===== src/rtl/uart_rx_deframer.sv =====
// 8N1 UART receiver with mid-bit sampling, valid/ack hold output and overrun flag.
// Optional even-parity (8E1) framing is enabled by defining UART_RX_PARITY_EN.
module uart_rx_deframer #(
  parameter int BIT_CYCLES  = 868,
  parameter int HALF_CYCLES = BIT_CYCLES / 2
) (
  input  logic       clk_i,
  input  logic       rst_i,
  input  logic       rx_i,
  input  logic       ack_i,
  output logic [7:0] data_o,
  output logic       valid_o,
  output logic       frame_err_o,
  output logic       overrun_o,
  output logic       parity_err_o,
  output logic       busy_o
);
  localparam int CW = $clog2(BIT_CYCLES);

  typedef enum logic [2:0] {
    IDLE, START, DATA,
`ifdef UART_RX_PARITY_EN
    PARITY,
`endif
    STOP, WAIT_HIGH
  } state_t;

  state_t          state, state_nxt;
  logic            rx_m, rx_s;
  logic [CW-1:0]   cnt;
  logic [2:0]      bit_idx;
  logic [7:0]      shreg;
  logic            tick_half, tick_bit;
  logic            byte_done, frame_bad, parity_bad;

  assign tick_half = (cnt == CW'(HALF_CYCLES - 1));
  assign tick_bit  = (cnt == CW'(BIT_CYCLES - 1));

  always_ff @(posedge clk_i) begin
    if (rst_i) begin
      rx_m <= 1'b1;
      rx_s <= 1'b1;
    end else begin
      rx_m <= rx_i;
      rx_s <= rx_m;
    end
  end

  always_ff @(posedge clk_i) begin
    if (rst_i) state <= IDLE;
    else       state <= state_nxt;
  end

  always_comb begin
    state_nxt = state;
    case (state)
      IDLE:      if (!rx_s) state_nxt = START;
      START:     if (tick_half) state_nxt = rx_s ? IDLE : DATA;
`ifdef UART_RX_PARITY_EN
      DATA:      if (tick_bit && bit_idx == 3'd7) state_nxt = PARITY;
      PARITY:    if (tick_bit) state_nxt = STOP;
`else
      DATA:      if (tick_bit && bit_idx == 3'd7) state_nxt = STOP;
`endif
      STOP:      if (tick_bit) state_nxt = rx_s ? IDLE : WAIT_HIGH;
      WAIT_HIGH: if (rx_s) state_nxt = IDLE;
      default:   state_nxt = IDLE;
    endcase
  end

`ifdef UART_RX_PARITY_EN
  logic par_bit;
  always_ff @(posedge clk_i) begin
    if (rst_i)                          par_bit <= 1'b0;
    else if (state == PARITY && tick_bit) par_bit <= rx_s;
  end
`endif

  always_comb begin
    busy_o     = (state != IDLE);
    byte_done  = (state == STOP) && tick_bit && rx_s;
    frame_bad  = (state == STOP) && tick_bit && !rx_s;
`ifdef UART_RX_PARITY_EN
    parity_bad = byte_done && (par_bit != ^shreg);
`else
    parity_bad = 1'b0;
`endif
  end

  // cnt counts cycles since the last sample point; it restarts at each sample
  always_ff @(posedge clk_i) begin
    if (rst_i || state == IDLE) begin
      cnt     <= '0;
      bit_idx <= 3'd0;
    end else if ((state == START && tick_half) || tick_bit) begin
      cnt <= '0;
      if (state == DATA) bit_idx <= bit_idx + 3'd1;
    end else begin
      cnt <= cnt + CW'(1);
    end
  end

  always_ff @(posedge clk_i) begin
    if (rst_i)                          shreg <= 8'h00;
    else if (state == DATA && tick_bit) shreg <= {rx_s, shreg[7:1]};
  end

  always_ff @(posedge clk_i) begin
    if (rst_i) begin
      data_o      <= 8'h00;
      valid_o     <= 1'b0;
      overrun_o   <= 1'b0;
      frame_err_o <= 1'b0;
    end else begin
      frame_err_o <= frame_bad;
      if (byte_done) begin
        if (!valid_o || ack_i) begin
          data_o  <= shreg;
          valid_o <= 1'b1;
          if (ack_i) overrun_o <= 1'b0;
        end else begin
          overrun_o <= 1'b1;
        end
      end else if (valid_o && ack_i) begin
        valid_o   <= 1'b0;
        overrun_o <= 1'b0;
      end
    end
  end

`ifdef UART_RX_PARITY_EN
  always_ff @(posedge clk_i) begin
    if (rst_i) parity_err_o <= 1'b0;
    else       parity_err_o <= parity_bad;
  end
`else
  assign parity_err_o = 1'b0;
`endif

endmodule

===== config.mk =====
export PLATFORM = sky130hd
export DESIGN_NAME = uart_rx_deframer
export DESIGN_NICKNAME = d
export VERILOG_FILES = /design/src/rtl/uart_rx_deframer.sv
export SDC_FILE = /design/constraint.sdc
export NUM_CORES = 1
export LEC_CHECK = 0
export BUFFER_PORTS_ARGS = -buffer_cell sky130_fd_sc_hd__buf_2
export CAP_MARGIN = 20
export CORE_MARGIN = 2
export CORE_UTILIZATION = 50
export DETAILED_ROUTE_END_ITERATION = 16
export PLACE_DENSITY = 0.7
export SLEW_MARGIN = 20
export SYNTH_ARGS = -nofsm -noshare
export SYNTH_HDL_FRONTEND = slang
export SYNTH_SLANG_ARGS = --single-unit

===== constraint.sdc =====
create_clock -name clk_i -period 2 [get_ports clk_i]
set_clock_uncertainty 0.1 [all_clocks]
set_input_delay 0.1 -clock clk_i [delete_from_list [all_inputs] [get_ports clk_i]]
set_output_delay 0.1 -clock clk_i [all_outputs]
set_load 0.03 [all_outputs]

---- Word-level counts from Yosys, hierarchy flattened ----
Index checks and enable logic that the tools add are counted.
operators by class
  add/sub/neg operators ................... 2
  eq/ne operators ......................... 14
  mux-type cells .......................... 14
  reductions and logical operators ........ 21
operators with widths
  kind                     count
  $mux W3                  6
  $pmux W3 S5              1
  $add A10 B1 Y10 const B  1
  $eq A10 B10 Y1 const B   1
  $eq A10 B9 Y1 const B    1
  $ne A2 B2 Y1 const B     5
  $reduce_and A2 Y1        4
  $logic_and A1 B1 Y1      7
  $eq A3 B2 Y1 const B     2
  $eq A3 B3 Y1 const B     2
  $mux W1                  6
  $reduce_and A5 Y1        1
  $add A3 B1 Y3 const B    1
  $eq A3 B1 Y1 const B     1
  $logic_not A3 Y1         1
  $logic_or A1 B1 Y1       3
  $ne A3 B3 Y1 const B     1
  $reduce_bool A3 Y1       1
  $logic_not A1 Y1         2
  $mux W2                  1
  $ne A2 B1 Y1 const B     1
  $reduce_bool A2 Y1       1
  $reduce_or A2 Y1         1
storage, ports and cells
  register bits ........................... 37
  output and inout bits ................... 13

---- Depth between registers and ports, before layout ----
  depth in word-level cells ............... 5
  mapped depth ............................ 6
  gate-level depth less buffers ........... 6

---- Worst setup path after synthesis ----
Ideal clock, no wire load.
  kind .................................... flip-flop to flip-flop
  from .................................... register cnt[0]
  to ...................................... register state[1]
  setup time .............................. 0.068 ns
  data arrival time ....................... 1.517 ns
  required time ........................... 1.832 ns
  setup slack ............................. 0.316 ns
  stages on the path, launching flop included .. 7
  buffers on the path ..................... 1
  period minus slack after synthesis ...... 1.684 ns
  path through ............................ dfxtp_1 > ha_1 > and4bb_4 > and3_4 > buf_6 > a2111o_1 > o21ai_2
between the ends
  word-level cells in the longest chain between the ends .. 4
  elaborated cells between the ends (all ways) .. 7
RTL lines
  what                             RTL line  RTL
  start: declaration               30        logic [CW-1:0] cnt;
  start signal: assignment         99        cnt <= cnt + CW'(1);
  $eq A10 B10 Y1                   37        assign tick_bit = (cnt == CW'(BIT_CYCLES - 1));
  $logic_and A1 B1 Y1              63        DATA: if (tick_bit && bit_idx == 3'd7) state_nxt = STOP;
  $ne A2 B2 Y1 (no line)           --
  $reduce_and A5 Y1 (no line) (*)  --
  end signal: assignment           51        else state <= state_nxt;
  end: declaration                 28        state_t state, state_nxt;
Mark *: on every way between the ends. The rest lies on a longest branch, timed or not.
A chain may end at the register's enable or synchronous reset.

---- Final worst setup path ----
  from .................................... register state[2]
  to ...................................... register cnt[4]
between the ends
  word-level cells in the longest chain between the ends .. 4
  elaborated cells between the ends (all ways) .. 6
RTL lines
  what                            RTL line  RTL
  $eq A3 B1 Y1                    95        end else if ((state == START && tick_half) || tick_bit) begin
  $logic_and A1 B1 Y1             95
  $logic_or A1 B1 Y1              95
  $reduce_or A2 Y1 (no line) (*)  --
Marks and branches as above.

==> impl_metrics.ini <==
[setup_path]
reg2reg_from = state[2]
cp-end-kind = register
critPathLaunchType = register
reg2reg_slack_ns = 0.17
cp.arrival_ns = 1.95
path_class = reg -> reg
crit_path_start = state[2]
cp_max_fo = 10
critPathRequiredTime_ns = 2.12

[pwr]
vdd_drop_max_mv = 0.5361
power.total_w = 0.001429
power_density_nw_per_um2 = 775.5
leakage_nw = 0.7846

[clock_network]
cts.reportedPaths.clkPinSlew_ns = 0.11
cts.sink_count = 37
clockRootBuffer = clkbuf_4
cts_resized = 0
insertion_delay_ns = 0.34
htreeDepth = 2
clk_path_buf_depth = 2
cts_tree = built
cts-buffers-inserted = 5
post-cts-setup-buffers = 0
cts-hold-fix-buffers = 2

[synth]
yosysTopAreaCellShare_pct = 45.16
syn-instance-count = 172
synth.area.top_cells = dfxtp_1, mux2i_1, nand2b_1, nor2_1, xnor2_1
synth.net_count = 180
synthDistinctLibCells = 38
yosysWarnings = 0
ys_seq_elements = 37
yosys.area.top_type = dfxtp_1
postSynthAreaPerCell_sq_um = 9.537
synth_area_sq_um = 1640
synth_sequential_area_ratio_pct = 45.16

[timing]
max_freq_ghz = 0.5468
setup_viol = 0
finalCritPeriodShare_pct = 91.44
drv_slew = 0
finalCriticalPeriod_ns = 1.829
rsz0062_at_grt = no
relSlewSlack_pct = 65.88
setup_tns_ns = 0
hold_viol_final = 0
worst_pin_slew_ns = 0.5102

[flow_run]
maxCapViolations = 0

[global_route]
first_global_vias = 970
grt_max_degree = 29
grtUsageTotal_pct = 16.99
antenna_found_initial = 0
grt-ovfl-total = 0
grt_pass1_wl_microns = 4581

[routing]
routed_wl_microns = 2766
drc_errors = 0
dr_total_vias = 1208
wl_per_cell_microns = 11.77
vias_per_cell = 5.140
ant_nets = 0
drtIter0Drc = 39
first_pass_iters = 4

[layout]
syn_to_final_growth_pct = 12.36
layout_commonest_cell = dfxtp_1
final_cell_mix = dfxtp_1, nor2_1, mux2i_1, nand2b_1, buf_2
diodes = 0
post-route-util_pct = 59.88
final_nets = 198
finalNonFillerCells = 235
fill_cells = 271
layout-drive-gt1-share_pct = 17.28

[place]
portBuffers = 15
hpwlAfterDp_microns = 1939
dp.cells = 225
gp_congestion = 0.7557

[outcome]
status = finished, final reports clean

[die]
placementRows = 20
start_util_pct = 53.29
die_area_sq_um = 3755
die_x_microns = 61.28
core_sq_um = 3078
fp.dieH_microns = 61.28
io_pins = 17

[hold_path]
hold_path.class = in -> reg
hold_start = rst_i
==> power by group <==
part           internal (W)  leakage (nW)  switching [W]
registers          0.000753         0.299      0.0000236
logic             0.0000430         0.440      0.0000698
clock network      0.000298        0.0455       0.000241
==> final cells by class <==
type                    count  area (sq um)  area share [%]
well taps                  44         55.05           2.987
clock buffers               7         55.05           2.987
multi-input cells         123         840.8           45.62
flip-flops and latches     37         740.7           40.19
repair buffers             18         102.6           5.567
inverters                   5         18.77           1.018
clock inverters             1         30.03           1.629
==> state kept, by name (all words and copies together), names as in the netlist <==
| name | cells |
|---|---|
| shreg | 8 |
| valid_o | 1 |
| cnt | 10 |
| rx_m | 1 |
| data_o | 8 |
| frame_err_o | 1 |
| rx_s | 1 |
| state | 3 |
| bit_idx | 3 |
| overrun_o | 1 |
==> synthesized netlist by cell type <==
cell type and n:
a2111o_1 1, nand2b_1 16, a31oi_2 1, inv_1 5, or2_2 3, a41oi_1 1, a21oi_1 2, xnor2_1 6
xor2_1 3, o21ai_2 1, nor3_1 6, or3b_2 1, nor3b_1 2, buf_4 1, dfxtp_1 37, and3_4 1
o211ai_1 1, or4_1 1, nor2_1 20, nand2_1 12, nand3_1 7, mux2i_1 16, nor3b_2 1, and4b_1 1
a32oi_1 1, clkbuf_1 3, nand4bb_1 1, buf_6 1, nand3_4 1, and4bb_4 1, o21ai_0 4, o31ai_1 1
a21boi_0 1, and2_1 1, ha_1 4, buf_2 2, conb_1 1, nand4_1 4
==> metrics by stage <==
| step | setup WS, ns | instance area [sq um] | hold WS [ns] |
|---|---|---|---|
| floorplan | 0.3157 | 1640 | 0.1038 |
| global placement | 0.2628 | 1738 | 0.1843 |
| detailed placement | 0.2048 | 1738 | 0.1870 |
| CTS | 0.1891 | 1843 | 0.04142 |
| global route | 0.07543 | 1843 | 0.07043 |
| finish | 0.1712 | 1843 | 0.06284 |
==> cell families (layout without fill, tap and decap cells) <==
family	after synthesis	after routing	share of synthesized area, %
multiplexers	16	16	9.763
buffers and inverters	12	31	3.585
other	1	1	0.2286
XOR/XNOR	9	9	4.806
flip-flops	37	37	45.16
AO/OA/AOI/OAI	14	14	6.255
AND/OR/NAND/NOR	79	79	27.16
adder cells (fa/ha/maj)	4	4	3.051
==> final timing paths <==
path / cells past startpoint / end
worst min-delay path: 2 / shreg[7]
worst max-delay path: 4 / cnt[4]
worst max register to register: 4 / cnt[4]
worst min register to register: 1 / rx_s
==> per-layer routing <==
| layer | share of wire, % | global-route usage (%) | up-vias |
|---|---|---|---|
| met5 | 0 | 0 | - |
| met4 | 1.6 | 6.522 | 0 |
| met3 | 4.9 | 6.723 | 5 |
| met2 | 42 | 23.10 | 24 |
| met1 | 52 | 24.08 | 553 |
| li1 | - | - | 626 |
==> worst max-delay path: stages, from the launching register on <==
cell and delay (ns):
dfxtp_1 0.40, nor3_1 0.46, nor2_1 0.20, a31oi_2 0.44, nor2_1 0.10
(Power assumes the default switching activity.)
